===== config.mk =====
export PLATFORM = sky130hd
export DESIGN_NAME = mac_output_stage
export DESIGN_NICKNAME = d
export VERILOG_FILES = /design/src/rtl/nn_pkg.sv /design/src/rtl/sync_fifo.sv /design/src/rtl/mac_output_stage.sv
export SDC_FILE = /design/constraint.sdc
export NUM_CORES = 1
export LEC_CHECK = 0
export BUFFER_PORTS_ARGS = -buffer_cell sky130_fd_sc_hd__buf_2
export CORE_MARGIN = 2
export CORE_UTILIZATION = 61
export DETAILED_ROUTE_END_ITERATION = 16
export PLACE_DENSITY = 0.91
export SYNTH_ARGS = -nofsm -noshare
export SYNTH_HDL_FRONTEND = slang
export SYNTH_SLANG_ARGS = --single-unit

===== constraint.sdc =====
create_clock -name clk -period 4.68 [get_ports clk]
set_input_delay 0.702 -clock clk [delete_from_list [all_inputs] [get_ports clk]]
set_output_delay 0.702 -clock clk [all_outputs]
set_load 0.05 [all_outputs]

===== src/rtl/nn_pkg.sv =====
// Shared numeric types and helpers for the NN datapath stages.
// Accumulator and activation widths are fixed here so every layer stage agrees.
package nn_pkg;

    localparam int unsigned ACC_W  = 16;
    localparam int unsigned DATA_W = 8;

    typedef logic signed [ACC_W-1:0]  acc_t;
    typedef logic signed [DATA_W-1:0] data_t;

    localparam acc_t SAT_HI = acc_t'((2 ** (DATA_W - 1)) - 1);
    localparam acc_t SAT_LO = -SAT_HI - acc_t'(1);

    function automatic data_t sat_to_data(input acc_t v);
        if (v > SAT_HI) begin
            return data_t'(SAT_HI);
        end else if (v < SAT_LO) begin
            return data_t'(SAT_LO);
        end
        return data_t'(v);
    endfunction

endpackage


===== src/rtl/sync_fifo.sv =====
// Synchronous FIFO with a registered head word; a push while full is dropped.
// The head register holds the last popped word once the FIFO drains.
module sync_fifo #(
    parameter int unsigned WIDTH = 8,
    parameter int unsigned DEPTH = 4
) (
    input  logic             clk,
    input  logic             reset,
    input  logic             push,
    input  logic [WIDTH-1:0] push_data,
    input  logic             pop,
    output logic             full,
    output logic             empty,
    output logic [WIDTH-1:0] head
);

    localparam int unsigned PTR_W = $clog2(DEPTH);

    logic [WIDTH-1:0] mem_q [DEPTH];
    logic [WIDTH-1:0] mem_d [DEPTH];
    logic [PTR_W-1:0] wr_ptr_q, wr_ptr_d;
    logic [PTR_W-1:0] rd_ptr_q, rd_ptr_d;
    logic [PTR_W:0]   count_q, count_d;
    logic [WIDTH-1:0] head_q, head_d;
    logic             push_en, pop_en;

    assign full  = (count_q == (PTR_W + 1)'(DEPTH));
    assign empty = (count_q == '0);
    assign head  = head_q;

    always_comb begin
        push_en  = push && !full;
        pop_en   = pop && !empty;
        mem_d    = mem_q;
        wr_ptr_d = wr_ptr_q;
        rd_ptr_d = rd_ptr_q;
        count_d  = count_q;
        head_d   = head_q;

        if (push_en) begin
            mem_d[wr_ptr_q] = push_data;
            wr_ptr_d        = wr_ptr_q + PTR_W'(1);
        end
        if (pop_en) begin
            rd_ptr_d = rd_ptr_q + PTR_W'(1);
        end
        if (push_en && !pop_en) begin
            count_d = count_q + (PTR_W + 1)'(1);
        end else if (pop_en && !push_en) begin
            count_d = count_q - (PTR_W + 1)'(1);
        end

        // Reading the next-state array covers the push-into-empty bypass.
        if (count_d != '0) begin
            head_d = mem_d[rd_ptr_d];
        end
    end

    always_ff @(posedge clk) begin
        mem_q <= mem_d;
    end

    always_ff @(posedge clk) begin
        if (reset) begin
            wr_ptr_q <= '0;
            rd_ptr_q <= '0;
            count_q  <= '0;
            head_q   <= '0;
        end else begin
            wr_ptr_q <= wr_ptr_d;
            rd_ptr_q <= rd_ptr_d;
            count_q  <= count_d;
            head_q   <= head_d;
        end
    end

endmodule


===== src/rtl/mac_output_stage.sv =====
// Extracts per-vector dot products from the MAC running sum, requantizes them
// to 8 bits and queues them behind a credit-controlled valid/ready interface.
module mac_output_stage
    import nn_pkg::*;
#(
    parameter int unsigned VEC_LEN    = 4,
    parameter int unsigned SHIFT      = 0,
    parameter int unsigned FIFO_DEPTH = 4
) (
    input  logic                     clk,
    input  logic                     reset,
    input  logic signed [ACC_W-1:0]  mac_f,
    input  logic                     mac_valid,
    input  logic                     relu_en,
    input  logic                     vec_start,
    output logic                     in_ready,
    output logic signed [DATA_W-1:0] out_data,
    output logic                     out_valid,
    input  logic                     out_ready,
    output logic                     overflow_err
);

    localparam int unsigned CNT_W  = (VEC_LEN > 1) ? $clog2(VEC_LEN) : 1;
    localparam int unsigned CRED_W = $clog2(FIFO_DEPTH) + 1;

    logic [CNT_W-1:0]  cnt_q, cnt_d;
    acc_t              base_q, base_d;
    logic [CRED_W-1:0] credits_q, credits_d;
    logic              overflow_q, overflow_d;

    logic              complete;
    logic              fifo_full, fifo_empty;
    logic              pop, take;
    acc_t              dot, shifted;
    data_t             result;
    logic [DATA_W-1:0] fifo_head;

    always_comb begin
        complete = mac_valid && (cnt_q == CNT_W'(VEC_LEN - 1));
        cnt_d    = cnt_q;
        base_d   = base_q;
        if (complete) begin
            cnt_d  = '0;
            base_d = mac_f;
        end else if (mac_valid) begin
            cnt_d = cnt_q + CNT_W'(1);
        end
    end

    // Modular difference stays exact across running-sum wraps.
    always_comb begin
        dot     = mac_f - base_q;
        shifted = dot >>> SHIFT;
        if (relu_en && (shifted < 0)) begin
            shifted = '0;
        end
        result = sat_to_data(shifted);
    end

    // A same-cycle pop frees the credit that vec_start claims, even at zero.
    always_comb begin
        pop       = !fifo_empty && out_ready;
        take      = vec_start && ((credits_q != '0) || pop);
        credits_d = credits_q;
        if (take && !pop) begin
            credits_d = credits_q - CRED_W'(1);
        end else if (pop && !take && (credits_q != CRED_W'(FIFO_DEPTH))) begin
            credits_d = credits_q + CRED_W'(1);
        end
        overflow_d = overflow_q || (complete && fifo_full);
    end

    always_ff @(posedge clk) begin
        if (reset) begin
            cnt_q      <= '0;
            base_q     <= '0;
            credits_q  <= CRED_W'(FIFO_DEPTH);
            overflow_q <= 1'b0;
        end else begin
            cnt_q      <= cnt_d;
            base_q     <= base_d;
            credits_q  <= credits_d;
            overflow_q <= overflow_d;
        end
    end

    sync_fifo #(
        .WIDTH (DATA_W),
        .DEPTH (FIFO_DEPTH)
    ) u_fifo (
        .clk       (clk),
        .reset     (reset),
        .push      (complete),
        .push_data (result),
        .pop       (pop),
        .full      (fifo_full),
        .empty     (fifo_empty),
        .head      (fifo_head)
    );

    assign out_data     = data_t'(fifo_head);
    assign out_valid    = !fifo_empty;
    assign in_ready     = (credits_q != '0);
    assign overflow_err = overflow_q;

endmodule


Word level (Yosys, flattened, before mapping)
Cells that the tools add are included.
{ "word_totals": {"output_inout_bits": 11, "reg_bits": 69} }
{ "classes": {"eq_ne": 3, "addsub": 8, "bitwise": 2, "mux": 18, "n_reduce_logical": 26, "magnitude_cmp": 6} }
{ "op_table": {"columns": ["op", "count"], "rows": [
  ["8-bit 2-to-1 mux", 6],
  ["32-bit bitwise mux", 1],
  ["32-bit 2-to-1 mux", 1],
  ["8-bit binary-select mux with 2-bit select", 1],
  ["8-bit demux with 2-bit select", 1],
  ["16-bit by 8-bit greater-than comparator with 1-bit output, second input constant", 1],
  ["16-bit by 1-bit < comparator with 1-bit output, second input constant", 1],
  ["16-bit by 8-bit < comparator with 1-bit output, second input constant", 1],
  ["16-bit 2-to-1 mux", 1],
  ["16-bit subtractor", 1],
  ["1-bit logical AND", 13],
  ["3-bit 2-to-1 mux", 4],
  ["2-bit by 1-bit adder with 2-bit output, second input constant", 3],
  ["3-bit by 1-bit adder with 3-bit output, second input constant", 2],
  ["3-bit >= comparator, second input constant", 2],
  ["1-bit logical NOT", 6],
  ["2-bit inverter with 3-bit output", 2],
  ["3-bit nonzero test", 2],
  ["3-bit by 1-bit subtractor with 3-bit output, second input constant", 2],
  ["3-bit equality test, second input constant", 1],
  ["3-bit logical NOT", 1],
  ["3-bit by 1-bit < comparator with 1-bit output, second input constant", 1],
  ["3-bit inequality test, second input constant", 1],
  ["2-bit equality test, second input constant", 1],
  ["5 further kinds", 7]
]} }

Longest topological paths before layout
Gate-level depths: netlist (run 1).
{ "logic_depth": {"ltp_word": 13, "mapped_depth": 12, "mapped_depth_nobuf": 11} }

Hierarchy
Synthesis (run 1) repeated with hierarchy kept, for this count alone.
{ "hier_totals": {"cells_unflattened": 551, "area_unflattened_um2": 4171.5} }
{ "modules_own_cells": {"columns": ["module", "seq_area_each_um2", "area_per_inst_um2", "cells_each", "instances"], "rows": [
  ["sync_fifo", 940.9, 2318.5, 299, 1],
  ["mac_output_stage", 440.4, 1853.0, 252, 1]
]} }

Least setup slack after synthesis (run 1)
Ideal clock, no wire load.
{ "synth_timing": {"path_kind": "input to register", "startpoint": "input mac_f[12]", "endpoint": "register u_fifo.mem_q[0] in the netlist's numbering", "n_path_buf": 1, "setup_ps": 123, "cell_stages": 10, "t_arrival_ps": 3361, "setup_slack_ps": 1196, "path_cell_list": "ha_1 buf_6 a21o_4 or4_1 a2111o_1 o211ai_2 nand3_2 nor4_4 o221ai_2 mux2_1"} }
{ "synth_rtl": {"columns": ["item", "line_no", "source"], "rows": [
  ["start: declaration", "mac_output_stage.sv:12", "input logic signed [ACC_W-1:0] mac_f,"],
  ["end signal: assignment", "sync_fifo.sv:60", "mem_q <= mem_d;"],
  ["end: declaration", "sync_fifo.sv:19", "logic [WIDTH-1:0] mem_q [DEPTH];"]
]} }

==> impl_results.md, run 1 <==
* Kind of end point of the critical path: flip-flop
* Post-route cell area at about 0.0048 sq mm
* Fmax achieved at 281 MHz
* GRT Total Usage at 0.285
* Chip Width at 88.5 um
* Port Buffer Count at 32
* Drt first-iter violations at 328
* Type of the worst min-delay path: flip-flop to flip-flop
* TritonCTS clock tree: done
* Flip-flop and latch count after synthesis at 69
* Placement-stage cell area at 0.00456 sq mm
* Number of top-level pins at 33
* Mapped Nets at 579
* Async set-or-reset flop fraction in the synthesized netlist at 0
* Global-route wire length before repair at 17500 um
* WS Path Type: primary input to flip-flop
* Combined buffer and inverter count along the critical path at 2
* Required time reported for the critical path endpoint at between 4000 and 5000 ps
* First drt pass iteration count at 5
* Core ar. at between 0.006 and 0.007 sq mm
* Routed WL at between 10000 and 15000 um
* Number of fill cells at around 540
* Share of the clock period used by the worst path at 0.762
* Pin count of the biggest net entering global routing at 34
* Detailed-placement wirelength estimate at 7330 um
* Num rows at 30
* Max-cap violation count at 0
* RSZ-0062 raised after global routing: no
* Number of buffers created by CTS at 9
* Drt drc at 0
* Number of diodes at 0
* Leading cell types in the layout, fill and taps excluded: 71 x sky130_fd_sc_hd__nand2_1, 69 x sky130_fd_sc_hd__dfxtp_1, 47 x sky130_fd_sc_hd__a21oi_1
* GRT overflow at 0
* Mean area per synthesized cell at a little over 8 sq um
* Floorplan die area at 0.00784 sq mm
* Worst Skew at around 8.2 ps
* Buffers inserted by post-CTS timing repair at 0
* Final max-slew violation count at 0
* Transition at the pin with the smallest max-transition slack at slightly above 900 ps
* DR vias at slightly above 4000
* Critical path arrival at 3810 ps
* Number of antenna-violating nets in the routed design at 0
* Mean number of vias per cell at between 6 and 7
* Number of H-tree branching levels at 3
* Worst skew pair latency at 360 ps
* Bufs on Longest Clock Path at 2
* Final setup vio count at 0
* Layout cell share with drive strength beyond 1 at 0.130
* Register clock-pin slew on the reported worst setup and hold paths at 80 ps
* CP max stage delay at about 570 ps
* Vertical die dimension at 88.5 um
* Largest delay share family, worst path: simple AND/OR/NAND/NOR gates
* Cell count after synthesis at 532
* Synthesized cell area at 0.00436 sq mm
* Worst slew margin relative to its limit at 0.384
* Number of flops mapped to enable cells by yosys at 0
* Final worst path period need at 3560 ps
* Wire per inst at roughly 16 um
* Status: finished, final reports clean
* Number of different library cells in the post-synthesis netlist at 63
* Number of global-route vias before repair at 3878
* Final Net Count at around 600
* Setup tns final at 0 ps
* Quantity of hold-fixing buffers added after cts at 0
* Critical-path top delay cell: sky130_fd_sc_hd__nor4_4
* Total power after layout at 2.19 mW
* Dominant register cell in the synthesized netlist: sky130_fd_sc_hd__dfxtp_1
* RD Place Congestion at 0.965
* Antenna violations before repair at 0
* Number of sinks driven by the clock tree at 69
* Starting Density at 0.634
* Crit-path max FO at 7
* Post-cts sizing count at 0
* Worst path cell trace: buf_2 > inv_1 > ha_1 > fa_1 > nor2b_1 > o21ai_0 > a21oi_1 > o21ai_0 > nand4b_1 > nor4_4 > o221ai_2 > mux2_1
* Leading cell type in the layout, fill and taps excluded: sky130_fd_sc_hd__nand2_1
* Most used cell along the critical path: sky130_fd_sc_hd__o21ai_0
* Area grow syn2layout at 9.22%
* Final hold vios at 0
* PwrDens at 459 mW/mm^2
* Peak supply drop at 459 uV
* Kind of start point of the critical path: primary input
* Total of warnings raised by yosys at 0
* Leakage power of the design at 1.94 nW
* Proportion of synthesized chip area in sequential cells at 0.317
* Clock root buffer: sky130_fd_sc_hd__clkbuf_8
-- synth_stat cells, types with 4 or more instances --
cell,count,share of area
sky130_fd_sc_hd__a21o_1,11,0.019
sky130_fd_sc_hd__or2_2,4,0.0057
sky130_fd_sc_hd__o21ai_1,5,0.0057
sky130_fd_sc_hd__or3_1,6,0.0086
sky130_fd_sc_hd__o21a_1,5,0.0086
sky130_fd_sc_hd__xnor2_1,10,0.020
sky130_fd_sc_hd__and2_1,7,0.010
sky130_fd_sc_hd__ha_1,23,0.066
sky130_fd_sc_hd__nor3_1,7,0.0080
sky130_fd_sc_hd__xor2_1,5,0.010
sky130_fd_sc_hd__nand2b_1,7,0.010
sky130_fd_sc_hd__nor2b_1,8,0.011
sky130_fd_sc_hd__o21ai_0,25,0.029
sky130_fd_sc_hd__o211ai_1,7,0.012
sky130_fd_sc_hd__nand2_1,71,0.061
sky130_fd_sc_hd__a211o_1,8,0.016
sky130_fd_sc_hd__nor2_1,37,0.032
sky130_fd_sc_hd__clkbuf_1,19,0.016
sky130_fd_sc_hd__inv_1,31,0.027
sky130_fd_sc_hd__mux2_1,20,0.052
sky130_fd_sc_hd__o221ai_1,16,0.032
sky130_fd_sc_hd__a211oi_1,6,0.010
sky130_fd_sc_hd__nand3_1,9,0.010
sky130_fd_sc_hd__mux2_2,4,0.010
sky130_fd_sc_hd__and3_1,4,0.0057
sky130_fd_sc_hd__dfxtp_1,69,0.32
sky130_fd_sc_hd__a21oi_1,47,0.054
-- per-stage QoR --
step	util	setup slack, ps	hold WS, ps	cells
5_1_grt	0.693	993	474	656
6_report	0.693	1120	457	656
4_1_cts	0.693	1210	460	656
2_1_floorplan	-	1200	425	532
3_5_place_dp	0.664	875	448	640
3_3_place_gp	0.664	952	435	640
-- worst paths after layout --
kind	start	end	slack, ps	cells past startpoint
setup / recovery	mac_f[0]	u_fifo.mem_q[1]	1120	12
hold / removal	u_fifo.mem_q[29]	u_fifo.mem_q[29]	460	2
setup reg to reg	cnt_q[0]	u_fifo.head[4]	1260	9
hold reg to reg	u_fifo.mem_q[29]	u_fifo.mem_q[29]	460	2
-- tightest hold or removal path: cells and delay by family (launching register included) --
kind | cells | cell delay (ps)
flip-flops | 1 | 320
AND/OR/NAND/NOR | 1 | 50
AO/OA/AOI/OAI | 1 | 50
-- cells by family (layout without fill, tap and decap cells) --
logic type | Yosys count | after routing | synth area share
simple gates | 177 | 177 | 0.195
compound gates | 165 | 165 | 0.266
flops | 69 | 69 | 0.317
buf+inv | 54 | 82 | 0.0485
mux | 27 | 27 | 0.0689
fa+ha+maj | 25 | 25 | 0.0752
xor+xnor | 15 | 15 | 0.0301
-- per-layer routing --
metal	part of all wire	vias up	track usage
li1	-	1975	-
met1	0.45	1948	0.377
met2	0.46	161	0.453
met3	0.056	34	0.0410
met4	0.033	0	0.147
met5	0	-	0
-- registers in the layout (all words and copies together) (netlist names) --
| name | flops |
|---|---|
| u_fifo.mem_q | 32 |
| base_q | 16 |
| u_fifo.head | 8 |
| credits_q | 3 |
| u_fifo.count_q | 3 |
| cnt_q | 2 |
| u_fifo.rd_ptr_q | 2 |
| u_fifo.wr_ptr_q | 2 |
| overflow_err | 1 |
-- where the power goes --
| part | internal, mW | switching [mW] |
|---|---|---|
| registers | 0.665 | 0.0543 |
| clock network | 0.249 | 0.248 |
| logic | 0.331 | 0.641 |
| total | 1.24 | 0.943 |
-- layout make-up --
class / instances / area, sq um / share of cell area
Inverter: 32 / 120 / 0.0252
Tap cell: 96 / 120 / 0.0252
Sequential cell: 69 / 1380 / 0.290
Multi-Input combinational cell: 409 / 2770 / 0.581
Clock buffer: 9 / 124 / 0.0260
Timing Repair Buffer: 34 / 175 / 0.0368
Clock inverter: 7 / 73.8 / 0.0155
Note: power is estimated with default switching activity, not from simulation.
==> inputs of run 2 (changes only) <==
--- a/config.mk
+++ b/config.mk
@@ -5,6 +5,7 @@
 export SDC_FILE = /design/constraint.sdc
 export NUM_CORES = 1
 export LEC_CHECK = 0
+export ABC_AREA = 1
 export BUFFER_PORTS_ARGS = -buffer_cell sky130_fd_sc_hd__buf_2
 export CORE_MARGIN = 2
 export CORE_UTILIZATION = 61
==> constraint.sdc (replaced) <==
create_clock -name clk -period 3.6 [get_ports clk]
set_input_delay 0.54 -clock clk [delete_from_list [all_inputs] [get_ports clk]]
set_output_delay 0.54 -clock clk [all_outputs]
set_load 0.05 [all_outputs]
==> run 2 against run 1 <==
  * Via count up 4.1%
  * Highest routed layer unchanged
  * Critical endpoint is now u_fifo.head[2]
  * Critical path type is now flip-flop to flip-flop
  * Largest power group unchanged
  * Worst setup slack worse by 520 ps
  * Synthesized area up 0.14%
  * Synthesized cell count up 30%
==> impl_results.md, run 2 <==
* Status: finished, final reports clean
* Buffers inserted by post-CTS timing repair at 0
* Share of the synthesized area in the top cell type at 0.317
* Number of sinks driven by the clock tree at 69
* Core ar. at 0.00687 sq mm
* Number of cells traversed by the worst hold path at 3
* Kind of end point of the critical path: flip-flop
* Most used standard cell by instance count after synthesis: sky130_fd_sc_hd__nand2_1
* Total of warnings raised by yosys at 0
* Floorplan die area at just under 0.008 sq mm
* Wire per inst at between 10 and 15 um
* Antenna violations before repair at 0
* Vertical die dimension at approximately 89 um
* Drt first-iter violations at 249
* Final hold vios at 0
* Register-to-register path setup slack at 600 ps
* PwrDens at 624 mW/mm^2
* Clk network pwr share at 0.205
* Chip Width at just under 90 um
* Final max-slew violation count at 0
* GRT Total Usage at 0.275
* Number of diodes at 0
* Cell type with the highest aggregate area in the netlist: sky130_fd_sc_hd__dfxtp_1
* Top cells by area in the synthesized netlist: sky130_fd_sc_hd__dfxtp_1 32%, sky130_fd_sc_hd__nand2_1 17%, sky130_fd_sc_hd__inv_1 12%, sky130_fd_sc_hd__nand3_1 8.9%, sky130_fd_sc_hd__ha_1 6.6%
* Required time reported for the critical path endpoint at around 3900 ps
* First drt pass iteration count at 5
* Max-cap violation count at 0
* Setup tns final at 0 ps
* Number of H-tree branching levels at 3
* Routed WL at 10100 um
* Type of the worst min-delay path: primary input to flip-flop
* TritonCTS clock tree: done
* Fmax achieved at 333 MHz
* Leakage power of the design at 2.81 nW
* Worst Skew at about 11 ps
* Num rows at 30
* Final setup vio count at 0
* Critical register-to-register path endpoint: u_fifo.head[2]
* Cell internal pwr at 1.60 mW
* Synthesized cell area at 0.00436 sq mm
* Final worst path period need at 3000 ps
* Leading cell type in the layout, fill and taps excluded: sky130_fd_sc_hd__nand2_1
* Async set-or-reset flop fraction in the synthesized netlist at 0
* Post-cts sizing count at 0
* Bufs on Longest Clock Path at 2
* Logic depth of the worst register-to-register path at 22
* Share of the clock period used by the worst path at 0.834
* Mean area per synthesized cell at between 6 and 7 sq um
* Startpoint of the worst-slack reg-to-reg timing path: base_q[9]
* Starting Density at 0.635
* Final Net Count at 769
* Number of flops mapped to enable cells by yosys at 0
* Part of the total power dissipated in combinational logic at 0.474
* Number of buffers created by CTS at 9
* Crit-path max FO at 28
* Number of different library cells in the post-synthesis netlist at 30
* Switch share at 0.459
* Pin count of the biggest net entering global routing at 32
* Cell count after synthesis at 693
* Peak supply drop at 371 uV
* Register clock-pin slew on the reported worst setup and hold paths at 80 ps
* Synth cell count leaders: 195 x sky130_fd_sc_hd__nand2_1, 145 x sky130_fd_sc_hd__inv_1, 78 x sky130_fd_sc_hd__nand3_1
* Quantity of hold-fixing buffers added after cts at 0
* WS Path Type: flip-flop to flip-flop
* Leading cell types in the layout, fill and taps excluded: 195 x sky130_fd_sc_hd__nand2_1, 145 x sky130_fd_sc_hd__inv_1, 78 x sky130_fd_sc_hd__nand3_1
* Drt drc at 0
* Placement-stage cell area at 0.00458 sq mm
* Most flops, register: u_fifo.mem_q
* Dominant register cell in the synthesized netlist: sky130_fd_sc_hd__dfxtp_1
* Area grow syn2layout at 9.09%
* Post-route cell area at 0.00476 sq mm
* DP Cell Count at 807
* Worst skew pair latency at 370 ps
* Global-route wire length before repair at 16900 um
* Clock root buffer: sky130_fd_sc_hd__clkbuf_8
* Switching power at 1.36 mW
* Layout cell share with drive strength beyond 1 at 0.133
* Critical path arrival at 3270 ps
* Number of antenna-violating nets in the routed design at 0
* Proportion of synthesized chip area in sequential cells at 0.317
* Hold-critical path endpoint: base_q[0]
* Worst slew margin relative to its limit at 0.437
* RD Place Congestion at 0.891
* Number of global-route vias before repair at roughly 4100
* Kind of start point of the critical path: flip-flop
* GRT overflow at 0
* Port Buffer Count at 32
* Number of top-level pins at 33
* Detailed-placement wirelength estimate at 7290 um
* RSZ-0062 raised after global routing: no
* Transition at the pin with the smallest max-transition slack at 843 ps
* Power share of the sequential group at 0.321
* Flip-flop and latch count after synthesis at 69
* DR vias at 4285
* Hold wc startpoint: mac_f[0]
* Mean number of vias per cell at 5.21
* Mapped Nets at 740
* Filler-free cell count of the finished design at ~820
* Max reg flops at 32
-- run 2: cell count changes after synthesis, moves of 10 or more --
cell                       change
sky130_fd_sc_hd__nand2_1     +124
sky130_fd_sc_hd__inv_1       +114
sky130_fd_sc_hd__nand3_1      +69
sky130_fd_sc_hd__or2_2        +30
sky130_fd_sc_hd__mux2_1       -20
sky130_fd_sc_hd__o221ai_1     -16
sky130_fd_sc_hd__a21oi_1      -15
sky130_fd_sc_hd__o21ai_0      +14
sky130_fd_sc_hd__nor2_1       -12
sky130_fd_sc_hd__a21o_1       -11
sky130_fd_sc_hd__clkbuf_1     -10
-- run 2: worst max path at each step --
stage	cells after the start	startpoint	to
3_5_place_dp	22	mac_f[9]	u_fifo.head[2]
2_1_floorplan	22	mac_f[0]	u_fifo.head[0]
4_1_cts	22	base_q[9]	u_fifo.head[2]
3_3_place_gp	22	mac_f[9]	u_fifo.head[4]
5_1_grt	24	base_q[2]	u_fifo.head[1]
6_report	22	base_q[9]	u_fifo.head[2]
-- run 2: area by class of cell --
cell class                      count  area, sq um
Tap cell                           96          120
Timing Repair Buffer               35          183
Clock buffer                       10          138
Clock inverter                      6         46.3
Multi-Input combinational cell    458         2330
Inverter                          149          559
Fill cell                         601         2110
Sequential cell                    69         1380
-- run 2: power groups by stage --
stage	Clock [mW]	Combinational, mW	Sequential [mW]
after floorplan	0	0.986	1.06
after global placement	0	1.33	0.961
after detailed placement	0	1.39	0.970
after CTS	0.603	1.39	0.952
after global routing	0.637	1.58	0.964
final	0.608	1.41	0.954
-- run 2: worst max-delay path: stages, from the launching register on --
cell and delay, ps:
sky130_fd_sc_hd__dfxtp_1 320, sky130_fd_sc_hd__inv_1 50, sky130_fd_sc_hd__ha_1 380, sky130_fd_sc_hd__nand2_2 140, sky130_fd_sc_hd__inv_1 50, sky130_fd_sc_hd__nand2_1 60
sky130_fd_sc_hd__nand2_1 70, sky130_fd_sc_hd__a21oi_1 200, sky130_fd_sc_hd__nand2_1 80, sky130_fd_sc_hd__nand2_1 90, sky130_fd_sc_hd__nand3_2 190, sky130_fd_sc_hd__o21ai_0 140
sky130_fd_sc_hd__nand2_1 60, sky130_fd_sc_hd__nor2_1 100, sky130_fd_sc_hd__nand2_1 90, sky130_fd_sc_hd__nand2_4 230, sky130_fd_sc_hd__nand3_1 160, sky130_fd_sc_hd__nand3_1 110
sky130_fd_sc_hd__nand2_1 80, sky130_fd_sc_hd__nand2_1 70, sky130_fd_sc_hd__nand3_1 90, sky130_fd_sc_hd__nand2_1 100, sky130_fd_sc_hd__inv_1 40
-- run 2: cells by family (layout without fill, tap and decap cells) --
| family | Yosys count | count (layout) | share of synthesized area |
|---|---|---|---|
| adder cells (fa/ha/maj) | 25 | 25 | 0.0751 |
| multiplexers | 1 | 1 | 0.00258 |
| flip-flops | 69 | 69 | 0.317 |
| buffers and inverters | 166 | 200 | 0.149 |
| AND/OR/NAND/NOR | 350 | 350 | 0.356 |
| AO/OA/AOI/OAI | 75 | 75 | 0.0874 |
| XOR/XNOR | 7 | 7 | 0.0140 |
-- run 2: stage by stage --
stage	setup slack [ps]	power, mW	hold WS (ps)	util
6_report	599	2.97	447	0.693
5_1_grt	261	3.18	459	0.693
4_1_cts	660	2.95	444	0.693
3_5_place_dp	367	2.36	452	0.666
3_3_place_gp	438	2.29	443	0.666
2_1_floorplan	858	2.05	433	-
-- run 2: routing by layer --
layer  track usage  wire length [um]  vias to the layer above  part of all wire
met1         0.325              4380                     1942              0.43
met4         0.146               314                        0             0.031
li1              -                 -                     2179                 -
met3        0.0541               513                       31             0.051
met5             0                 0                        -                 0
met2         0.469              4930                      133              0.49
==> inputs of run 3 (changes only) <==
--- a/config.mk
+++ b/config.mk
@@ -5,7 +5,7 @@
 export SDC_FILE = /design/constraint.sdc
 export NUM_CORES = 1
 export LEC_CHECK = 0
-export ABC_AREA = 1
+export ABC_AREA = 0
 export BUFFER_PORTS_ARGS = -buffer_cell sky130_fd_sc_hd__buf_2
 export CORE_MARGIN = 2
 export CORE_UTILIZATION = 61
==> constraint.sdc (replaced) <==
create_clock -name clk -period 2.9 [get_ports clk]
set_input_delay 0.435 -clock clk [delete_from_list [all_inputs] [get_ports clk]]
set_output_delay 0.435 -clock clk [all_outputs]
set_load 0.05 [all_outputs]
==> run 3 against run 2 <==
  * Cell count is 13% lower
  * Largest cell class unchanged
  * The run now ends with setup timing left
  * Combinational power is 38% higher
  * Non-clock buffer count is 63 higher
  * Highest routed layer unchanged
  * Largest power group unchanged
  * Sequential cell count stayed put
  * Die area is 0.14% lower
  * Critical endpoint is now u_fifo.mem_q[25]
==> impl_results.md, run 3 (same netlist as run 1, synthesis figures left out) <==
* Vertical die dimension at 88.5 um
* Part of the total power dissipated in combinational logic at 0.472
* Switch share at 0.423
* Area of the multi-input gates at 0.00316 sq mm
* Clk network pwr share at 0.243
* Register clock-pin slew on the reported worst setup and hold paths at around 80 ps
* GRT overflow at 0
* Number of top-level pins at 33
* Clock root buffer: sky130_fd_sc_hd__clkbuf_8
* Worst path cell trace: ha_1 > fa_2 > nor2b_2 > o21a_2 > a21o_1 > nor3_2 > o21ai_1 > nor4_4 > buf_6 > o221ai_4 > mux2_4
* Worst Skew at 10.2 ps
* Cell internal pwr at roughly 2.4 mW
* Leakage power of the design at between 2 and 2.5 nW
* Layout cell share with drive strength beyond 1 at 0.321
* Placement-stage cell area at 0.00505 sq mm
* Power share of the sequential group at 0.285
* Peak supply drop at roughly 620 uV
* CP max stage delay at between 300 and 400 ps
* DP Cell Count at 697
* PwrDens at 725 mW/mm^2
* Number of fill cells at 347
* Final max-slew violation count at 0
* DR vias at 4911
* Floorplan die area at just under 0.008 sq mm
* Violated checks: setup timing
* Routed WL at around 15000 um
* Final worst path period need at 3000 ps
* Number of global-route vias before repair at roughly 4200
* Number of diodes at 0
* Critical-path top delay cell: sky130_fd_sc_hd__dfxtp_1
* Final Net Count at 666
* Mean number of vias per cell at 6.82
* Number of H-tree branching levels at 3
* Chip Width at between 80 and 90 um
* Antenna violations before repair at 0
* Number of sinks driven by the clock tree at 69
* Max reg flops at 32
* Status: finished, violations left
* Crit-path max FO at 7
* Drt drc at 0
* Most flops, register: u_fifo.mem_q
* Leading cell types in the layout, fill and taps excluded: 68 x sky130_fd_sc_hd__nand2_1, 63 x sky130_fd_sc_hd__buf_4, 62 x sky130_fd_sc_hd__dfxtp_1
* GRT Total Usage at 0.321
* Share of the clock period used by the worst path at 1.03
* Drt first-iter violations at 765
* Type of the worst min-delay path: primary input to flip-flop
* Worst slew margin relative to its limit at 0.535
* Wire per inst at 21.2 um
* TritonCTS clock tree: done
* Switching power at 1.75 mW
* First drt pass iteration count at 5
* Worst-case setup margin in the final layout at -96.5 ps
* Leading cell type in the layout, fill and taps excluded: sky130_fd_sc_hd__nand2_1
* Final hold vios at 0
* Starting Density at 0.634
* Transition at the pin with the smallest max-transition slack at around 700 ps
* Sequential standard cell area at 0.00139 sq mm
* Number of antenna-violating nets in the routed design at 0
* Filler-free cell count of the finished design at 720
* Critical path arrival at 3260 ps
* Worst Hold Margin at 324 ps
* RD Place Congestion at about 0.91
* Max-cap violation count at 0
* Pin count of the biggest net entering global routing at 34
* Detailed-placement wirelength estimate at 8720 um
* WS Path Type: flip-flop to flip-flop
* Area grow syn2layout at 30.8%
* Final setup vio count at 28
* Kind of start point of the critical path: flip-flop
* Worst skew pair latency at between 300 and 400 ps
* Port Buffer Count at 32
* Post-route cell area at 0.00570 sq mm
* Core ar. at 0.00687 sq mm
* Num rows at 30
* Bufs on Longest Clock Path at 2
* Fmax achieved at between 300 and 400 MHz
* Kind of end point of the critical path: flip-flop
* Number of buffers created by CTS at 9
* Required time reported for the critical path endpoint at 3160 ps
* Global-route wire length before repair at 19500 um
run 3: cell types whose count changed in the layout (fill, tap and decap cells not counted), moves of 11 or more:
| cell | delta |
|---|---|
| sky130_fd_sc_hd__o21ai_0 | -18 |
| sky130_fd_sc_hd__nand2_1 | -127 |
| sky130_fd_sc_hd__nand3_1 | -69 |
| sky130_fd_sc_hd__o221ai_1 | +16 |
| sky130_fd_sc_hd__or2_2 | -30 |
| sky130_fd_sc_hd__buf_4 | +60 |
| sky130_fd_sc_hd__inv_1 | -115 |
| sky130_fd_sc_hd__mux2_4 | +11 |
run 3: final cells by class:
cell class | count | area share
flip-flops and latches | 69 | 0.244
well taps | 96 | 0.0211
inverters | 32 | 0.0211
repair buffers | 98 | 0.117
multi-input cells | 409 | 0.554
clock buffers | 9 | 0.0217
clock inverters | 7 | 0.0213
run 3: repair_timing:
item | in CTS | in global routing
buffers inserted | 1 | 7
cloned | 0 | 0
setup endpoints to repair | 34 | 36
pin swaps | 1 | 17
hold buffers | 0 | 0
gates resized for setup | 6 | 66
run 3: final timing paths:
check	start	endpoint	slack, ps	cells past startpoint
hold reg to reg	u_fifo.mem_q[29]	u_fifo.mem_q[29]	450	2
hold / removal	mac_f[13]	base_q[13]	320	3
setup reg to reg	base_q[0]	u_fifo.mem_q[25]	-100	11
setup / recovery	base_q[0]	u_fifo.mem_q[25]	-100	11
run 3: through the flow:
step / setup WS, ps / setup TNS (ps) / total power, mW / utilization
floorplan: -27.8 / -507 / 2.35 / -
global placement: -213 / -5870 / 2.80 / 0.735
detailed placement: -329 / -8950 / 2.91 / 0.735
CTS: 2.07 / 0 / 3.92 / 0.774
global route: -167 / -3370 / 4.28 / 0.830
finish: -96.5 / -1700 / 4.14 / 0.830
run 3: power by group through the flow:
| stage | registers (mW) | clock network, mW | logic (mW) |
|---|---|---|---|
| final | 1.18 | 1.00 | 1.95 |
| after global routing | 1.18 | 1.05 | 2.05 |
| after CTS | 1.17 | 1.00 | 1.75 |
| after detailed placement | 1.18 | 0 | 1.72 |
| after global placement | 1.17 | 0 | 1.62 |
| after floorplan | 1.27 | 0 | 1.08 |
run 3: critical path, delay by kind of cell (launching register included):
kind	cells	cell delay (ps)
muxes	1	300
DFF	1	380
adders and majority gates	2	540
and+or+nand+nor	3	640
AOI/OAI and AO/OA	4	800
buffers and inverters	1	220
run 3: metal layers:
metal	GRT usage	vias up	part of all wire
li1	-	2098	-
met1	0.376	2299	0.37
met2	0.564	403	0.48
met3	0.0896	111	0.097
met4	0.113	0	0.061
met5	0	-	0
